===== config.mk =====
export PLATFORM = sky130hd
export DESIGN_NAME = serial_subtractor
export DESIGN_NICKNAME = d
export VERILOG_FILES = /design/src/rtl/serial_sub_pkg.sv /design/src/rtl/serial_subtractor_fullsubtractor.sv /design/src/rtl/serial_subtractor.sv
export SDC_FILE = /design/constraint.sdc
export NUM_CORES = 1
export LEC_CHECK = 0
export ABC_CLOCK_PERIOD_IN_PS = 2800
export CORE_UTILIZATION = 40
export CTS_CLUSTER_DIAMETER = 40
export DETAILED_ROUTE_END_ITERATION = 10
export SETUP_SLACK_MARGIN = 0.02
export SLEW_MARGIN = 25
export SYNTH_ARGS = -nofsm -noshare
export SYNTH_HDL_FRONTEND = slang
export SYNTH_SLANG_ARGS = --single-unit

===== constraint.sdc =====
create_clock -name clk_i -period 2.8 [get_ports clk_i]
set_clock_uncertainty 0.1 [all_clocks]
set_input_delay 0.42 -clock clk_i [delete_from_list [all_inputs] [get_ports clk_i]]
set_output_delay 0.42 -clock clk_i [all_outputs]
set_load 0.1 [all_outputs]

===== src/rtl/serial_sub_pkg.sv =====
// Shared types and defaults for the bit-serial subtractor.
package serial_sub_pkg;

    localparam int unsigned SUB_DEFAULT_WIDTH = 8;

    typedef enum logic [1:0] {
        IDLE,
        SHIFT,
        DONE
    } sub_state_t;

endpackage


===== src/rtl/serial_subtractor_fullsubtractor.sv =====
// Single-bit full subtractor cell: diff = a - b - borrow_in.
module fullsubtractor (
    input  logic a_i,
    input  logic b_i,
    input  logic borrow_i,
    output logic diff_o,
    output logic borrow_o
);

    assign diff_o   = a_i ^ b_i ^ borrow_i;
    assign borrow_o = (~a_i & b_i) | (~(a_i ^ b_i) & borrow_i);

endmodule


===== src/rtl/serial_subtractor.sv =====
// Bit-serial subtractor, LSB first, valid/ready on both sides.
// Optional signed-overflow flag enabled by defining SERIAL_SUBTRACTOR_OVF_EN.
module serial_subtractor
    import serial_sub_pkg::*;
#(
    parameter int unsigned WIDTH = SUB_DEFAULT_WIDTH
) (
    input  logic             clk_i,
    input  logic             rst_ni,
    input  logic [WIDTH-1:0] a_i,
    input  logic [WIDTH-1:0] b_i,
    input  logic             valid_i,
    output logic             ready_o,
    output logic [WIDTH-1:0] diff_o,
    output logic             borrow_o,
    output logic             ovf_o,
    output logic             valid_o,
    input  logic             ready_i
);

    localparam int unsigned CW = $clog2(WIDTH + 1);

    sub_state_t       r_state;
    sub_state_t       w_state_next;
    logic [WIDTH-1:0] r_a;
    logic [WIDTH-1:0] r_b;
    logic [WIDTH-1:0] r_diff_sh;
    logic [WIDTH-1:0] r_diff;
    logic [CW-1:0]    r_count;
    logic             r_bw;
    logic             r_borrow;
    logic             w_d;
    logic             w_bw_next;
    logic             w_load;
    logic             w_step;
    logic             w_finish;

    assign w_load   = (r_state == IDLE) && valid_i;
    assign w_step   = (r_state == SHIFT) && (r_count != CW'(WIDTH));
    // One extra SHIFT cycle after the last bit publishes the result into DONE.
    assign w_finish = (r_state == SHIFT) && (r_count == CW'(WIDTH));

    fullsubtractor u_fullsub (
        .a_i      (r_a[0]),
        .b_i      (r_b[0]),
        .borrow_i (r_bw),
        .diff_o   (w_d),
        .borrow_o (w_bw_next)
    );

    always_ff @(posedge clk_i or negedge rst_ni) begin
        if (!rst_ni) begin
            r_state <= IDLE;
        end else begin
            r_state <= w_state_next;
        end
    end

    always_comb begin
        w_state_next = r_state;
        unique case (r_state)
            IDLE:    if (valid_i) w_state_next = SHIFT;
            SHIFT:   if (w_finish) w_state_next = DONE;
            DONE:    if (ready_i) w_state_next = IDLE;
            default: w_state_next = IDLE;
        endcase
    end

    always_comb begin
        ready_o = (r_state == IDLE);
        valid_o = (r_state == DONE);
    end

    always_ff @(posedge clk_i or negedge rst_ni) begin
        if (!rst_ni) begin
            r_a       <= '0;
            r_b       <= '0;
            r_diff_sh <= '0;
            r_diff    <= '0;
            r_count   <= '0;
            r_bw      <= 1'b0;
            r_borrow  <= 1'b0;
        end else if (w_load) begin
            r_a       <= a_i;
            r_b       <= b_i;
            r_diff_sh <= '0;
            r_count   <= '0;
            r_bw      <= 1'b0;
        end else if (w_step) begin
            r_a       <= r_a >> 1;
            r_b       <= r_b >> 1;
            r_diff_sh <= {w_d, r_diff_sh[WIDTH-1:1]};
            r_bw      <= w_bw_next;
            r_count   <= r_count + CW'(1);
        end else if (w_finish) begin
            r_diff   <= r_diff_sh;
            r_borrow <= r_bw;
        end
    end

    assign diff_o   = r_diff;
    assign borrow_o = r_borrow;

`ifdef SERIAL_SUBTRACTOR_OVF_EN
    logic r_a_msb;
    logic r_b_msb;
    logic r_ovf;

    // Operand MSBs are shifted out during SHIFT, so they are kept from load time.
    always_ff @(posedge clk_i or negedge rst_ni) begin
        if (!rst_ni) begin
            r_a_msb <= 1'b0;
            r_b_msb <= 1'b0;
            r_ovf   <= 1'b0;
        end else if (w_load) begin
            r_a_msb <= a_i[WIDTH-1];
            r_b_msb <= b_i[WIDTH-1];
        end else if (w_finish) begin
            r_ovf <= (r_a_msb != r_b_msb) && (r_diff_sh[WIDTH-1] != r_a_msb);
        end
    end

    assign ovf_o = r_ovf;
`else
    assign ovf_o = 1'b0;
`endif

endmodule


Yosys cells after proc, flatten, opt, wreduce, memory -nomap -nowiden

Cells that the tools add are included.

Output and inout bits: 12
Flip-flop bits (word level): 40

Eq/ne operators: 7
Reduce and logical (&&, ||, !) cells: 7
Multiplexer cells: 14
$add $sub $neg: 1
Bitwise logic cells: 9

Operators with widths:

| operator                                      | number |
|---|---|
| two-way mux 8 bit                             | 6 |
| two-way mux 4 bit                             | 2 |
| two-way mux 2 bit                             | 3 |
| one-hot mux 2 bit (3 select lines)            | 1 |
| AND reduction 3 bit                           | 2 |
| adder 4 x 1 -> 4 bit, second input constant   | 1 |
| == test 4 bit, second input constant          | 1 |
| != test 2 bit, second input constant          | 2 |
| != test 4 bit, second input constant          | 1 |
| NOT 1 bit                                     | 4 |
| logical AND 1 bit                             | 3 |
| bitwise AND 1 bit                             | 2 |
| == test 2 x 1 -> 1 bit, second input constant | 1 |
| == test 2 bit, second input constant          | 1 |
| zero test 2 bit                               | 1 |
| two-way mux 1 bit                             | 2 |
| != test 2 x 1 -> 1 bit, second input constant | 1 |
| nonzero test 2 bit                            | 1 |
| bitwise XOR 1 bit                             | 2 |
| OR 1 bit                                      | 1 |

Longest topological paths before layout

Gate-level depths: netlist of run 1.

Depth after elaboration: 6
Mapped depth: 7
Depth with buffers taken out: 6

By module

From an unflattened synthesis of run 1, not the netlist that was laid out.

Cell total of the unflattened synthesis: 188
Area, all modules: 1955.6 um^2

Modules (own cells, without submodules):

| module            | times used | cells each | area an instance (um^2) |
|---|---|---|---|
| serial_subtractor | 1          | 184        | 1924.3 |
| fullsubtractor    | 1          | 4          | 31.3 |

Worst setup path before layout of run 1

No wires, ideal clock.

Path kind: register to output
Start point: register r_state[1]
End point: output valid_o
Setup slack: 0.402 ns
Stages on the path, launching flop included: 2
Data required time: 2.280 ns
Buffers on the path: 0
Data arrival time: 1.878 ns
Cell sequence: dfrtp_1 -> nor2b_1

Cells in the longest elaborated chain, start to end: 1

RTL lines:

| element                | RTL line                | RTL |
|---|---|---|
| from (decl)            | serial_subtractor.sv:23 | `sub_state_t r_state;` |
| from (signal assigned) | serial_subtractor.sv:55 | `r_state <= w_state_next;` |
| == test 2 bit          | serial_subtractor.sv:71 | `valid_o = (r_state == DONE);` |
| to (decl)              | serial_subtractor.sv:17 | `output logic valid_o,` |

Every way passes these cells.

Worst setup path in the final report of run 1

Start point: register r_count[0]
End point: register r_a[0]

Cells in the longest elaborated chain, start to end: 3

RTL lines:

| element                      | RTL line                | RTL |
|---|---|---|
| from (decl)                  | serial_subtractor.sv:29 | `logic [CW-1:0] r_count;` |
| from (signal assigned)       | serial_subtractor.sv:94 | `r_count <= r_count + CW'(1);` |
| != test 4 bit                | serial_subtractor.sv:39 | `assign w_step = (r_state == SHIFT) && (r_count != CW'(WIDTH));` |
| logical AND 1 bit            | serial_subtractor.sv:39 |  |
| nonzero test 2 bit (no line) | n/a                     |  |
| to (signal assigned)         | serial_subtractor.sv:84 | `r_a <= a_i;` |
| to (signal assigned)         | serial_subtractor.sv:90 | `r_a <= r_a >> 1;` |
| to (decl)                    | serial_subtractor.sv:25 | `logic [WIDTH-1:0] r_a;` |

Every way passes these cells.
A chain may end at the register's enable or synchronous reset.

==> qor.log, run 1 <==
INFO  die            design.portCount=32
INFO  setup_path     startpoint=r_count[0]$_DFFE_PN0P_
INFO  setup_path     cp_slowest_stage_delay=0.58ns
INFO  routing        antenna_violating_nets_post_route=0
INFO  placement      placedCellCount=229
INFO  final_layout   layoutNonFillerInstCount=237
INFO  setup_path     worst-endpoint-required=2.90ns
INFO  setup_path     critical_path_cell_count=6
INFO  sta            layout_min_cycle_time=2.015ns
INFO  global_route   number_of_global_route_vias_before_repair=1393
INFO  setup_path     worst_r2r_path_depth=6
INFO  clock_network  numClockSinks=40
INFO  power_and_ir_drop total_leakage_power=1.056nW
INFO  die            dieWidth=69.07um
INFO  clock_network  h-tree-depth=2
INFO  synth          yosys.area.top_type_share=55.63%
INFO  placement      port-buffer-count=30
INFO  clock_network  cts_tree=done
INFO  final_layout   p_r_area_growth_vs_syn=21.49%
INFO  global_route   first_pass_grt_wire_length=6.720mm
INFO  setup_path     crit_chain=inv_1 > ha_1 > nand3b_4 > a21oi_2 > inv_1 > o21ai_0
INFO  final_layout   post_route_cells_drive_above_1_share=21.08%
INFO  flow_run       cap_viol_max_count=0
INFO  synth          synthTopCellsByCount=dfrtp_1, nand2_1, o21ai_0
INFO  synth          simple_logic_cell_fraction_of_the_synthesized_area=16.55%
INFO  placement      gp_congestion=0.7393
INFO  routing        post_drt_via_cell_ratio=5.481
INFO  clock_network  post_cts_resized=0
INFO  synth          yosysWarningCount=0
INFO  sta            tns=0ns
INFO  setup_path     reg2reg_start=r_count[0]$_DFFE_PN0P_
INFO  synth          portion_of_the_post_synthesis_area_used_by_sequential_elements=55.63%
INFO  setup_path     critical_path.endpoint=r_a[0]$_DFFE_PN0P_
INFO  power_and_ir_drop p_per_area=1282nW/um^2
INFO  setup_path     criticalPathCategory=register to register
INFO  synth          distinct_cell_type_count_after_synthesis=34
INFO  synth          synth_xor_xnor_area_share=0%
INFO  sta            postLayoutSetupSlackWorst=0.7845ns
INFO  synth          syn_inst=155
INFO  clock_network  clock_insertion_delay_worst_skew=0.28ns
INFO  routing        vias=1299
INFO  final_layout   fillers=432
INFO  synth          postSynthRegisterBits=40
INFO  global_route   grt_overflow=0
INFO  run_status     run_status=finished, final reports clean
INFO  routing        first_pass_iters=4
INFO  sta            tightestPinTransition=0.8845ns
INFO  sta            max_slew_headroom_at_the_worst_pin=41.03%
INFO  setup_path     cp_slowest_cell=a21oi_2
INFO  worst_hold_path hold_path_class=input pin to async pin
INFO  global_route   grt_usage=17.73%
INFO  synth          synthMostInstantiatedCell=dfrtp_1
INFO  routing        dr.first_iter.drc_count=83
INFO  setup_path     crit-reg2reg-capture=r_a[0]$_DFFE_PN0P_
INFO  sta            drv_slew=0
INFO  routing        number_of_drc_violations_after_detailed_routing=0
INFO  setup_path     worstPathArrival=2.12ns
INFO  synth          syn-mean-instance-area=11.61um^2
INFO  synth          synth_edf_count=0
INFO  synth          portion_of_netlist_area_occupied_by_mux_cells=7.928%
INFO  sta            maxClockFrequency=496.2MHz
INFO  clock_network  tritoncts.num_buffers=5
INFO  setup_path     regToRegSetupSlack=0.78ns
INFO  routing        routedWlPerCell=15.48um
INFO  synth          synth-compound-area-share=13.14%
INFO  clock_network  cts_buffer_depth=2
INFO  global_route   grt_antenna_before_repair=0
INFO  synth          synth.net_count=178
INFO  setup_path     critical_path.endpoint_type=register
INFO  synth          main_combinational_cell_family_by_area_after_synthesis=simple AND/OR/NAND/NOR gates
INFO  clock_network  cts_hold_buf=0
INFO  power_and_ir_drop vdd_ir_drop_max=450.6uV
INFO  die            floorplan.initialDensity=41.61%
INFO  die            fp.coreArea=4324um^2
INFO  global_route   grt_max_degree=41
INFO  synth          synth.largest_area_cell=dfrtp_1
INFO  die            dieArea=4770um^2
INFO  final_layout   final_core_util=50.55%
INFO  sta            setup_viol_count_final=0
INFO  die            std_cell_rows=24
INFO  routing        routed_wirelength=3.668mm
INFO  clock_network  cts_root_buffer=clkbuf_8
INFO  placement      place_hpwl=2.415mm
INFO  setup_path     path_max_fanout=23
INFO  placement      detailedPlace.worstSlack=0.7413ns
INFO  synth          postSynth.asyncResetShare=100.0%
INFO  clock_network  cts.clk_slew.worst_paths=0.08ns
INFO  power_and_ir_drop totalPowerFinal=2.803mW
INFO  synth          synth.cell_area=1799um^2
INFO  sta            finalCritPeriodShare=71.98%
INFO  sta            timing.final.hold_violations=0
INFO  final_layout   nets=207
INFO  setup_path     crit_family=compound AO/OA/AOI/OAI gates
INFO  die            die-height=69.07um
INFO  synth          yosys.area_share.adder=2.503%
INFO  synth          dominantRegCellSynth=dfrtp_1
INFO  final_layout   diodes=0
INFO  setup_path     cp.buffers_inverters=2
INFO  synth          synth.top_cells.by_area=dfrtp_1, mux2_2, a221o_1
INFO  sta            unrepaired_setup_endpoints_after_global_routing=false
INFO  setup_path     timing.critical_path.mode_cell=inv_1
INFO  clock_network  number_of_buffers_inserted_to_repair_setup_after_cts=0
INFO  setup_path     critical_path.startpoint_type=register
-- worst reg2reg max path, delay by kind of cell, from the launching register on --
family	cells	cell delay, ns
and+or+nand+nor	1	0.27
adders and majority gates	1	0.20
DFF	1	0.42
AOI/OAI and AO/OA	2	0.77
buffers and inverters	2	0.18
-- per-stage QoR --
step                hold slack, ns  cell area, um^2
CTS                         0.1854             2186
detailed placement          0.3869             2093
global placement            0.3864             2093
global route                0.2311             2186
floorplan                  0.02441             1799
finish                      0.1602             2186
-- where the power goes --
group	total, mW	switching (mW)	internal (mW)
sequential	1.01	0.174	0.838
combinational	1.40	0.939	0.464
clock	0.387	0.190	0.197
total	2.80	1.30	1.50
-- flip-flops by register name, indices dropped and copies added (netlist names) --
register   flops
diff_o         8
r_diff_sh      8
r_count        4
r_state        2
r_a            8
borrow_o       1
r_bw           1
r_b            8
-- layout make-up --
type                            count  area [um^2]  area share, %
Clock buffer                        6        82.58          3.778
Multi-Input combinational cell    100        725.7          33.20
Sequential cell                    40         1001          45.79
Inverter                            5        18.77         0.8586
Timing Repair Buffer               32        282.8          12.94
Clock inverter                      2        10.01         0.4579
Tap cell                           52        65.06          2.977
-- metal layers --
metal	vias up	share of wire (%)	global-route usage, %	routed length [um]
li1	609	-	-	-
met1	660	46	23.00	1691
met2	26	49	29.99	1813
met3	4	3.5	3.363	130
met4	0	0.87	5.442	32
met5	-	0	0	0
-- logic make-up (layout without fill, tap and decap cells) --
family,Yosys count,in the layout
AND/OR/NAND/NOR,49,49
flip-flops,40,40
AO/OA/AOI/OAI,34,34
buffers and inverters,15,45
multiplexers,13,13
adder cells (fa/ha/maj),3,3
other,1,1
-- placed cells by master, fill, tap and decap left out, types with 3 or more instances in the layout --
| cell | instances |
|---|---|
| a21oi_1 | 3 |
| nand2_1 | 15 |
| a31oi_1 | 3 |
| o21ai_0 | 12 |
| mux2_2 | 10 |
| clkbuf_8 | 6 |
| mux2i_1 | 3 |
| nand3_1 | 10 |
| a221o_1 | 10 |
| and3_1 | 7 |
| clkdlybuf4s50_1 | 18 |
| nor2_1 | 4 |
| buf_4 | 13 |
| inv_1 | 5 |
| and2_1 | 3 |
| dfrtp_1 | 40 |
-- worst min-delay path by stage --
stage,depth (start not counted),start,endpoint,slack [ns]
2_1_floorplan,0,rst_ni,borrow_o$_DFFE_PN0P_,0.02
3_3_place_gp,1,r_b[5]$_DFFE_PN0P_,r_b[5]$_DFFE_PN0P_,0.39
3_5_place_dp,1,r_a[6]$_DFFE_PN0P_,r_a[5]$_DFFE_PN0P_,0.39
4_1_cts,1,rst_ni,r_count[3]$_DFFE_PN0P_,0.19
5_1_grt,1,rst_ni,r_count[3]$_DFFE_PN0P_,0.23
6_report,1,rst_ni,r_b[7]$_DFFE_PN0P_,0.16
(Power assumes the default switching activity.)
==> run 2, diff against run 1 <==
ABC_CLOCK_PERIOD_IN_PS = 2100   (was 2800)
clock period = 2.1 ns   (was 2.8 ns; I/O delays follow)
==> run 2 against run 1 <==
  * Final cell count grew 1.3%
  * Largest power group unchanged
  * Power grew 34%
  * Worst hold slack gained 0.24 ns
  * Critical endpoint is now diff_o[2]$_DFFE_PN0P_
  * Wire length shrank 0.27%
==> qor.log, run 2 (same netlist as run 1, synthesis figures left out) <==
INFO  clock_network  tritoncts.num_buffers=5 [unchanged]
INFO  setup_path     criticalPathCategory=register to register [unchanged]
INFO  final_layout   post_route_cells_drive_above_1_share=22.34% [was 21.08%]
INFO  routing        post_drt_via_cell_ratio=5.317 [was 5.481]
INFO  global_route   grt_max_degree=22 [was 41]
INFO  run_status     run_status=finished, final reports clean [unchanged]
INFO  die            fp.coreArea=4324um^2 [unchanged]
INFO  routing        routedWlPerCell=15.24um [was 15.48 um]
INFO  routing        number_of_drc_violations_after_detailed_routing=0 [unchanged]
INFO  final_layout   p_r_area_growth_vs_syn=24.83% [was 21.49%]
INFO  worst_hold_path depth_of_the_worst_hold_timing_path=1
INFO  setup_path     path_max_fanout=10 [was 23]
INFO  final_layout   fillers=393 [was 432]
INFO  die            std_cell_rows=24 [unchanged]
INFO  sta            timing.hold.ws=0.4042ns [was 0.1602 ns]
INFO  flow_run       cap_viol_max_count=0 [unchanged]
INFO  final_layout   mostFrequentLayoutCells=dfrtp_1, clkdlybuf4s50_1, nand2_1 [unchanged]
INFO  setup_path     regToRegSetupSlack=0.31ns [was 0.78 ns]
INFO  clock_network  cts_tree=done [unchanged]
INFO  placement      port-buffer-count=30 [unchanged]
INFO  setup_path     startpoint=r_count[0]$_DFFE_PN0P_ [unchanged]
INFO  global_route   grt_overflow=0 [unchanged]
INFO  sta            max_slew_headroom_at_the_worst_pin=63.29% [was 41.03%]
INFO  clock_network  h-tree-depth=2 [unchanged]
INFO  clock_network  number_of_buffers_inserted_to_repair_setup_after_cts=0 [unchanged]
INFO  final_layout   register_area=1001um^2 [unchanged]
INFO  global_route   number_of_global_route_vias_before_repair=1299 [was 1393]
INFO  clock_network  cts_buffer_depth=2 [unchanged]
INFO  routing        antenna_violating_nets_post_route=0 [unchanged]
INFO  worst_hold_path hold_path_class=register to register [was input pin to async pin]
INFO  sta            unrepaired_setup_endpoints_after_global_routing=false [unchanged]
INFO  setup_path     critical_path.endpoint_type=register [unchanged]
INFO  final_layout   layout.cells.most_common=dfrtp_1 [unchanged]
INFO  die            floorplan.initialDensity=41.61% [unchanged]
INFO  sta            timing.final.hold_violations=0 [unchanged]
INFO  sta            drv_slew=0 [unchanged]
INFO  sta            tns=0ns [unchanged]
INFO  placement      gp_congestion=0.7860 [was 0.7393]
INFO  routing        dr.first_iter.drc_count=96 [was 83]
INFO  die            design.portCount=32 [unchanged]
INFO  sta            tightestPinTransition=0.5506ns [was 0.8845 ns]
INFO  placement      place_hpwl=2.512mm [was 2.415 mm]
INFO  setup_path     worst_r2r_path_depth=5 [was 6]
INFO  power_and_ir_drop vdd_ir_drop_max=507.8uV [was 450.6 uV]
INFO  routing        first_pass_iters=4 [unchanged]
INFO  power_and_ir_drop p_per_area=1677nW/um^2 [was 1282 nW/um^2]
INFO  final_layout   nets=211 [was 207]
INFO  routing        routed_wirelength=3.658mm [was 3.668 mm]
INFO  clock_network  cts_root_buffer=clkbuf_8 [unchanged]
INFO  final_layout   diodes=0 [unchanged]
INFO  setup_path     critical_path.endpoint=diff_o[2]$_DFFE_PN0P_ [was r_a[0]$_DFFE_PN0P_]
INFO  global_route   first_pass_grt_wire_length=6.244mm [was 6.720 mm]
INFO  setup_path     crit-reg2reg-capture=diff_o[2]$_DFFE_PN0P_ [was r_a[0]$_DFFE_PN0P_]
INFO  die            dieArea=4770um^2 [unchanged]
INFO  clock_network  clock_insertion_delay_worst_skew=0.29ns [was 0.28 ns]
INFO  setup_path     worstPathArrival=1.87ns [was 2.12 ns]
INFO  die            die-height=69.07um [unchanged]
INFO  routing        vias=1276 [was 1299]
INFO  clock_network  numClockSinks=40 [unchanged]
INFO  clock_network  cts.clk_slew.worst_paths=0.07ns [was 0.08 ns]
INFO  global_route   grt_antenna_before_repair=0 [unchanged]
INFO  global_route   grt_usage=16.97% [was 17.73%]
INFO  setup_path     critical_path.startpoint_type=register [unchanged]
INFO  setup_path     reg2reg_start=r_count[0]$_DFFE_PN0P_ [unchanged]
INFO  final_layout   multiInputGateArea=730.7um^2 [was 725.7 um^2]
INFO  sta            finalCritPeriodShare=85.38% [was 71.98%]
INFO  die            dieWidth=69.07um [unchanged]
INFO  power_and_ir_drop total_leakage_power=1.075nW [was 1.056 nW]
INFO  sta            setup_viol_count_final=0 [unchanged]
INFO  sta            maxClockFrequency=557.7MHz [was 496.2 MHz]
INFO  sta            layout_min_cycle_time=1.793ns [was 2.015 ns]
INFO  setup_path     worst-endpoint-required=2.18ns [was 2.90 ns]
## run 2: cell count changes in the layout (fill, tap and decap cells not counted), sizes merged
cell / change
clkinv: -1
buf: +3
dlygate4sd3: +1
## run 2: what timing repair did
item	4_1_cts	5_1_grt
hold buffers	1	0
endpoints found under the setup margin	0	0
hold endpoints to repair	20	0
resized for setup	0	0
## run 2: layer usage
| layer | track usage (%) | share of wire [%] |
|---|---|---|
| met5 | 0 | 0 |
| met4 | 9.751 | 2.0 |
| met3 | 4.240 | 4.4 |
| met2 | 25.57 | 48 |
| met1 | 22.18 | 45 |
## run 2: metrics by stage
step | utilization, % | total power [mW] | setup slack, ns | std cells | instance area (um^2)
global route | 51.94 | 3.999 | 0.2036 | 240 | 2246
floorplan | - | 2.836 | 0.3152 | 155 | 1804
finish | 51.94 | 3.767 | 0.3070 | 240 | 2246
global placement | 49.91 | 3.264 | 0.2388 | 232 | 2158
CTS | 51.94 | 3.799 | 0.2928 | 240 | 2246
detailed placement | 49.91 | 3.302 | 0.2346 | 232 | 2158
## run 2: worst max-delay path: stages (launching register included)
cell      delay (ns)
dfrtp_1         0.41
inv_1           0.07
ha_1            0.21
nand3b_4        0.16
nor2_4          0.34
mux2_2          0.38
## run 2: worst min path at each step
stage                     slack [ns]             startpoint                     end
after floorplan                -0.08                 rst_ni    borrow_o$_DFFE_PN0P_
after global placement          0.20                 rst_ni  r_count[0]$_DFFE_PN0P_
after detailed placement        0.20                 rst_ni  r_count[0]$_DFFE_PN0P_
after CTS                       0.41     r_a[4]$_DFFE_PN0P_      r_a[3]$_DFFE_PN0P_
after global routing            0.43  diff_o[0]$_DFFE_PN0P_   diff_o[0]$_DFFE_PN0P_
final                           0.40     r_a[4]$_DFFE_PN0P_      r_a[3]$_DFFE_PN0P_
## run 2: where the power goes
group | total (mW) | leakage [nW] | internal [mW] | switching, mW
clock network | 0.486 | 0.0410 | 0.226 | 0.260
logic | 1.93 | 0.525 | 0.674 | 1.25
registers | 1.35 | 0.509 | 1.12 | 0.236
## run 2: area by class of cell
type | count | area share [%]
timing repair buffer | 36 | 15.71
multi-input combinational | 100 | 32.53
clock inverter | 1 | 0.2228
inverter | 5 | 0.8357
sequential | 40 | 44.57
clock buffer | 6 | 3.231
tap | 52 | 2.897
==> run 3, diff against run 2 <==
ABC_CLOCK_PERIOD_IN_PS = 1750   (was 2100)
GPL_ROUTABILITY_DRIVEN = 0   (was default)
clock period = 1.75 ns   (was 2.1 ns; I/O delays follow)
==> run 3 against run 2 <==
  * Worst setup slack worse by 0.23 ns
  * Final cell count is 2.9% higher
  * Maximum frequency is 7.2% higher
  * Largest cell class unchanged
  * Design area is 8.7% higher
  * Global-route usage is 0.93 points higher
==> qor.log, run 3 (same netlist as run 1, synthesis figures left out) <==
INFO  global_route   grt_usage=17.90% [was 16.97%]
INFO  setup_path     critical_path.startpoint_type=register [unchanged]
INFO  run_status     run_status=finished, final reports clean [unchanged]
INFO  routing        routed_wirelength=3.780mm [was 3.658 mm]
INFO  sta            finalCritPeriodShare=95.55% [was 85.38%]
INFO  die            design.portCount=32 [unchanged]
INFO  final_layout   post_route_cells_drive_above_1_share=26.15% [was 22.34%]
INFO  routing        first_pass_iters=4 [unchanged]
INFO  power_and_ir_drop power_share_of_the_clock_group=12.7% [was 12.9%]
INFO  setup_path     worst_r2r_path_depth=5 [unchanged]
INFO  power_and_ir_drop register_share_of_total_power=33.7% [was 35.9%]
INFO  clock_network  tritoncts.num_buffers=5 [unchanged]
INFO  routing        antenna_violating_nets_post_route=0 [unchanged]
INFO  die            dieArea=4770um^2 [unchanged]
INFO  final_layout   p_r_area_growth_vs_syn=35.74% [was 24.83%]
INFO  routing        dr.first_iter.drc_count=79 [was 96]
INFO  die            fp.coreArea=4324um^2 [unchanged]
INFO  global_route   globalRouteMet1Util=23.92% [was 22.18%]
INFO  clock_network  cts_tree=done [unchanged]
INFO  die            dieWidth=69.07um [unchanged]
INFO  setup_path     path_max_fanout=16 [was 10]
INFO  setup_path     worstPathArrival=1.74ns [was 1.87 ns]
INFO  routing        routedWlPerCell=15.30um [was 15.24 um]
INFO  clock_network  cts.clk_slew.worst_paths=0.08ns [was 0.07 ns]
INFO  global_route   busiest_layer=met2 [unchanged]
INFO  die            std_cell_rows=24 [unchanged]
INFO  clock_network  numClockSinks=40 [unchanged]
INFO  global_route   grt_overflow=0 [unchanged]
INFO  power_and_ir_drop vdd_ir_drop_max=746.4uV [was 507.8 uV]
INFO  die            floorplan.initialDensity=41.61% [unchanged]
INFO  setup_path     worst-endpoint-required=1.82ns [was 2.18 ns]
INFO  global_route   grt_util_met2=28.26% [was 25.57%]
INFO  setup_path     regToRegSetupSlack=0.08ns [was 0.31 ns]
INFO  final_layout   layout.cells.most_common=dfrtp_1 [unchanged]
INFO  sta            drv_slew=0 [unchanged]
INFO  worst_hold_path hold_path_class=input pin to async pin [was register to register]
INFO  die            die-height=69.07um [unchanged]
INFO  placement      port-buffer-count=30 [unchanged]
INFO  placement      place_hpwl=2.576mm [was 2.512 mm]
INFO  setup_path     critical_path.endpoint_type=register [unchanged]
INFO  final_layout   final_core_util=56.48% [was 51.94%]
INFO  final_layout   mostFrequentLayoutCells=dfrtp_1, clkdlybuf4s50_1, nand2_1 [unchanged]
INFO  flow_run       cap_viol_max_count=0 [unchanged]
INFO  setup_path     reg2reg_start=r_count[1]$_DFFE_PN0P_ [was r_count[0]$_DFFE_PN0P_]
INFO  sta            timing.final.hold_violations=0 [unchanged]
INFO  setup_path     crit-reg2reg-capture=r_a[5]$_DFFE_PN0P_ [was diff_o[2]$_DFFE_PN0P_]
INFO  power_and_ir_drop p_per_area=2025nW/um^2 [was 1677 nW/um^2]
INFO  routing        vias=1335 [was 1276]
INFO  clock_network  clock_insertion_delay_worst_skew=0.29ns [about the same]
INFO  sta            layout_min_cycle_time=1.672ns [was 1.793 ns]
INFO  final_layout   nets=217 [was 211]
INFO  power_and_ir_drop power.share.combinational=53.5% [was 51.1%]
INFO  power_and_ir_drop total_leakage_power=1.150nW [was 1.075 nW]
INFO  sta            tns=0ns [unchanged]
INFO  global_route   number_of_global_route_vias_before_repair=1392 [was 1299]
INFO  final_layout   fillers=382 [was 393]
INFO  routing        number_of_drc_violations_after_detailed_routing=0 [unchanged]
INFO  power_and_ir_drop power_report.internal_total=2.755mW [was 2.017 mW]
INFO  clock_network  h-tree-depth=2 [unchanged]
INFO  power_and_ir_drop net-switching-power=2.191mW [was 1.750 mW]
INFO  sta            maxClockFrequency=598.1MHz [was 557.7 MHz]
INFO  clock_network  cts_root_buffer=clkbuf_8 [unchanged]
INFO  routing        post_drt_via_cell_ratio=5.405 [was 5.317]
INFO  power_and_ir_drop power.switching_fraction=44.30% [was 46.45%]
INFO  setup_path     criticalPathCategory=register to register [unchanged]
INFO  final_layout   diodes=0 [unchanged]
INFO  global_route   grt_max_degree=23 [was 22]
INFO  global_route   grt_antenna_before_repair=0 [unchanged]
INFO  global_route   met3_usage=4.678% [was 4.240%]
INFO  sta            setup_viol_count_final=0 [unchanged]
INFO  global_route   first_pass_grt_wire_length=6.789mm [was 6.244 mm]
INFO  clock_network  cts_buffer_depth=2 [unchanged]
INFO  sta            unrepaired_setup_endpoints_after_global_routing=true [was false]
INFO  setup_path     startpoint=r_count[1]$_DFFE_PN0P_ [was r_count[0]$_DFFE_PN0P_]
-- run 3: cell types whose count changed in the layout (fill, tap and decap cells not counted), sizes merged --
| cell | previous run | this run |
|---|---|---|
| buf | 17 | 23 |
| clkinv | 1 | 2 |
-- run 3: repair_timing --
action	CTS	global route
buffers inserted	0	2
resized for setup	0	2
cloned	0	0
hold buffers	1	0
endpoints found under the setup margin	1	29
pin swaps	1	2
hold endpoints to repair	20	0
-- run 3: power groups by stage --
stage	Clock [mW]	Combinational [mW]	Sequential [mW]
CTS	0.641	2.64	1.67
global placement	0	2.57	1.66
finish	0.630	2.65	1.67
detailed placement	0	2.63	1.69
global route	0.679	2.84	1.73
floorplan	0	1.16	2.25
-- run 3: final cells by class --
type	count	area [um^2]	share of cell area [%]
sequential	40	1001	40.98
timing repair buffer	42	526.8	21.57
multi-input combinational	100	738.2	30.23
clock buffer	6	82.58	3.381
inverter	5	18.77	0.7684
tap	52	65.06	2.664
clock inverter	2	10.01	0.4098
-- run 3: through the flow --
stage	hold WS, ns	cell area [um^2]	cells	power, mW	setup slack [ns]
2_1_floorplan	-0.1331	1809	155	3.409	0.08693
3_3_place_gp	0.1483	2306	236	4.236	0.04983
3_5_place_dp	0.1506	2306	236	4.314	0.02663
4_1_cts	0.3732	2409	245	4.947	0.03304
5_1_grt	0.4206	2442	247	5.246	0.01294
6_report	0.3615	2442	247	4.946	0.07795
-- run 3: how the worst max path moves through the flow --
stage	to	slack, ns
after floorplan	ready_o	0.09
final	r_a[5]$_DFFE_PN0P_	0.08
after CTS	r_b[2]$_DFFE_PN0P_	0.03
after global routing	r_b[5]$_DFFE_PN0P_	0.01
after global placement	diff_o[5]$_DFFE_PN0P_	0.05
after detailed placement	r_b[2]$_DFFE_PN0P_	0.03
-- run 3: critical path, cell delays in order, from the launching register on --
cell and delay [ns]:
dfrtp_1 0.40, inv_1 0.08, ha_2 0.21, and3b_1 0.27, nor2_4 0.12, a221o_1 0.37
-- run 3: metal layers --
metal / share of wire (%) / routed length [um] / vias to the layer above
li1: - / - / 626
met1: 44 / 1662 / 664
met2: 49 / 1859 / 39
met3: 5.3 / 202 / 6
met4: 1.5 / 55 / 0
met5: 0 / 0 / -
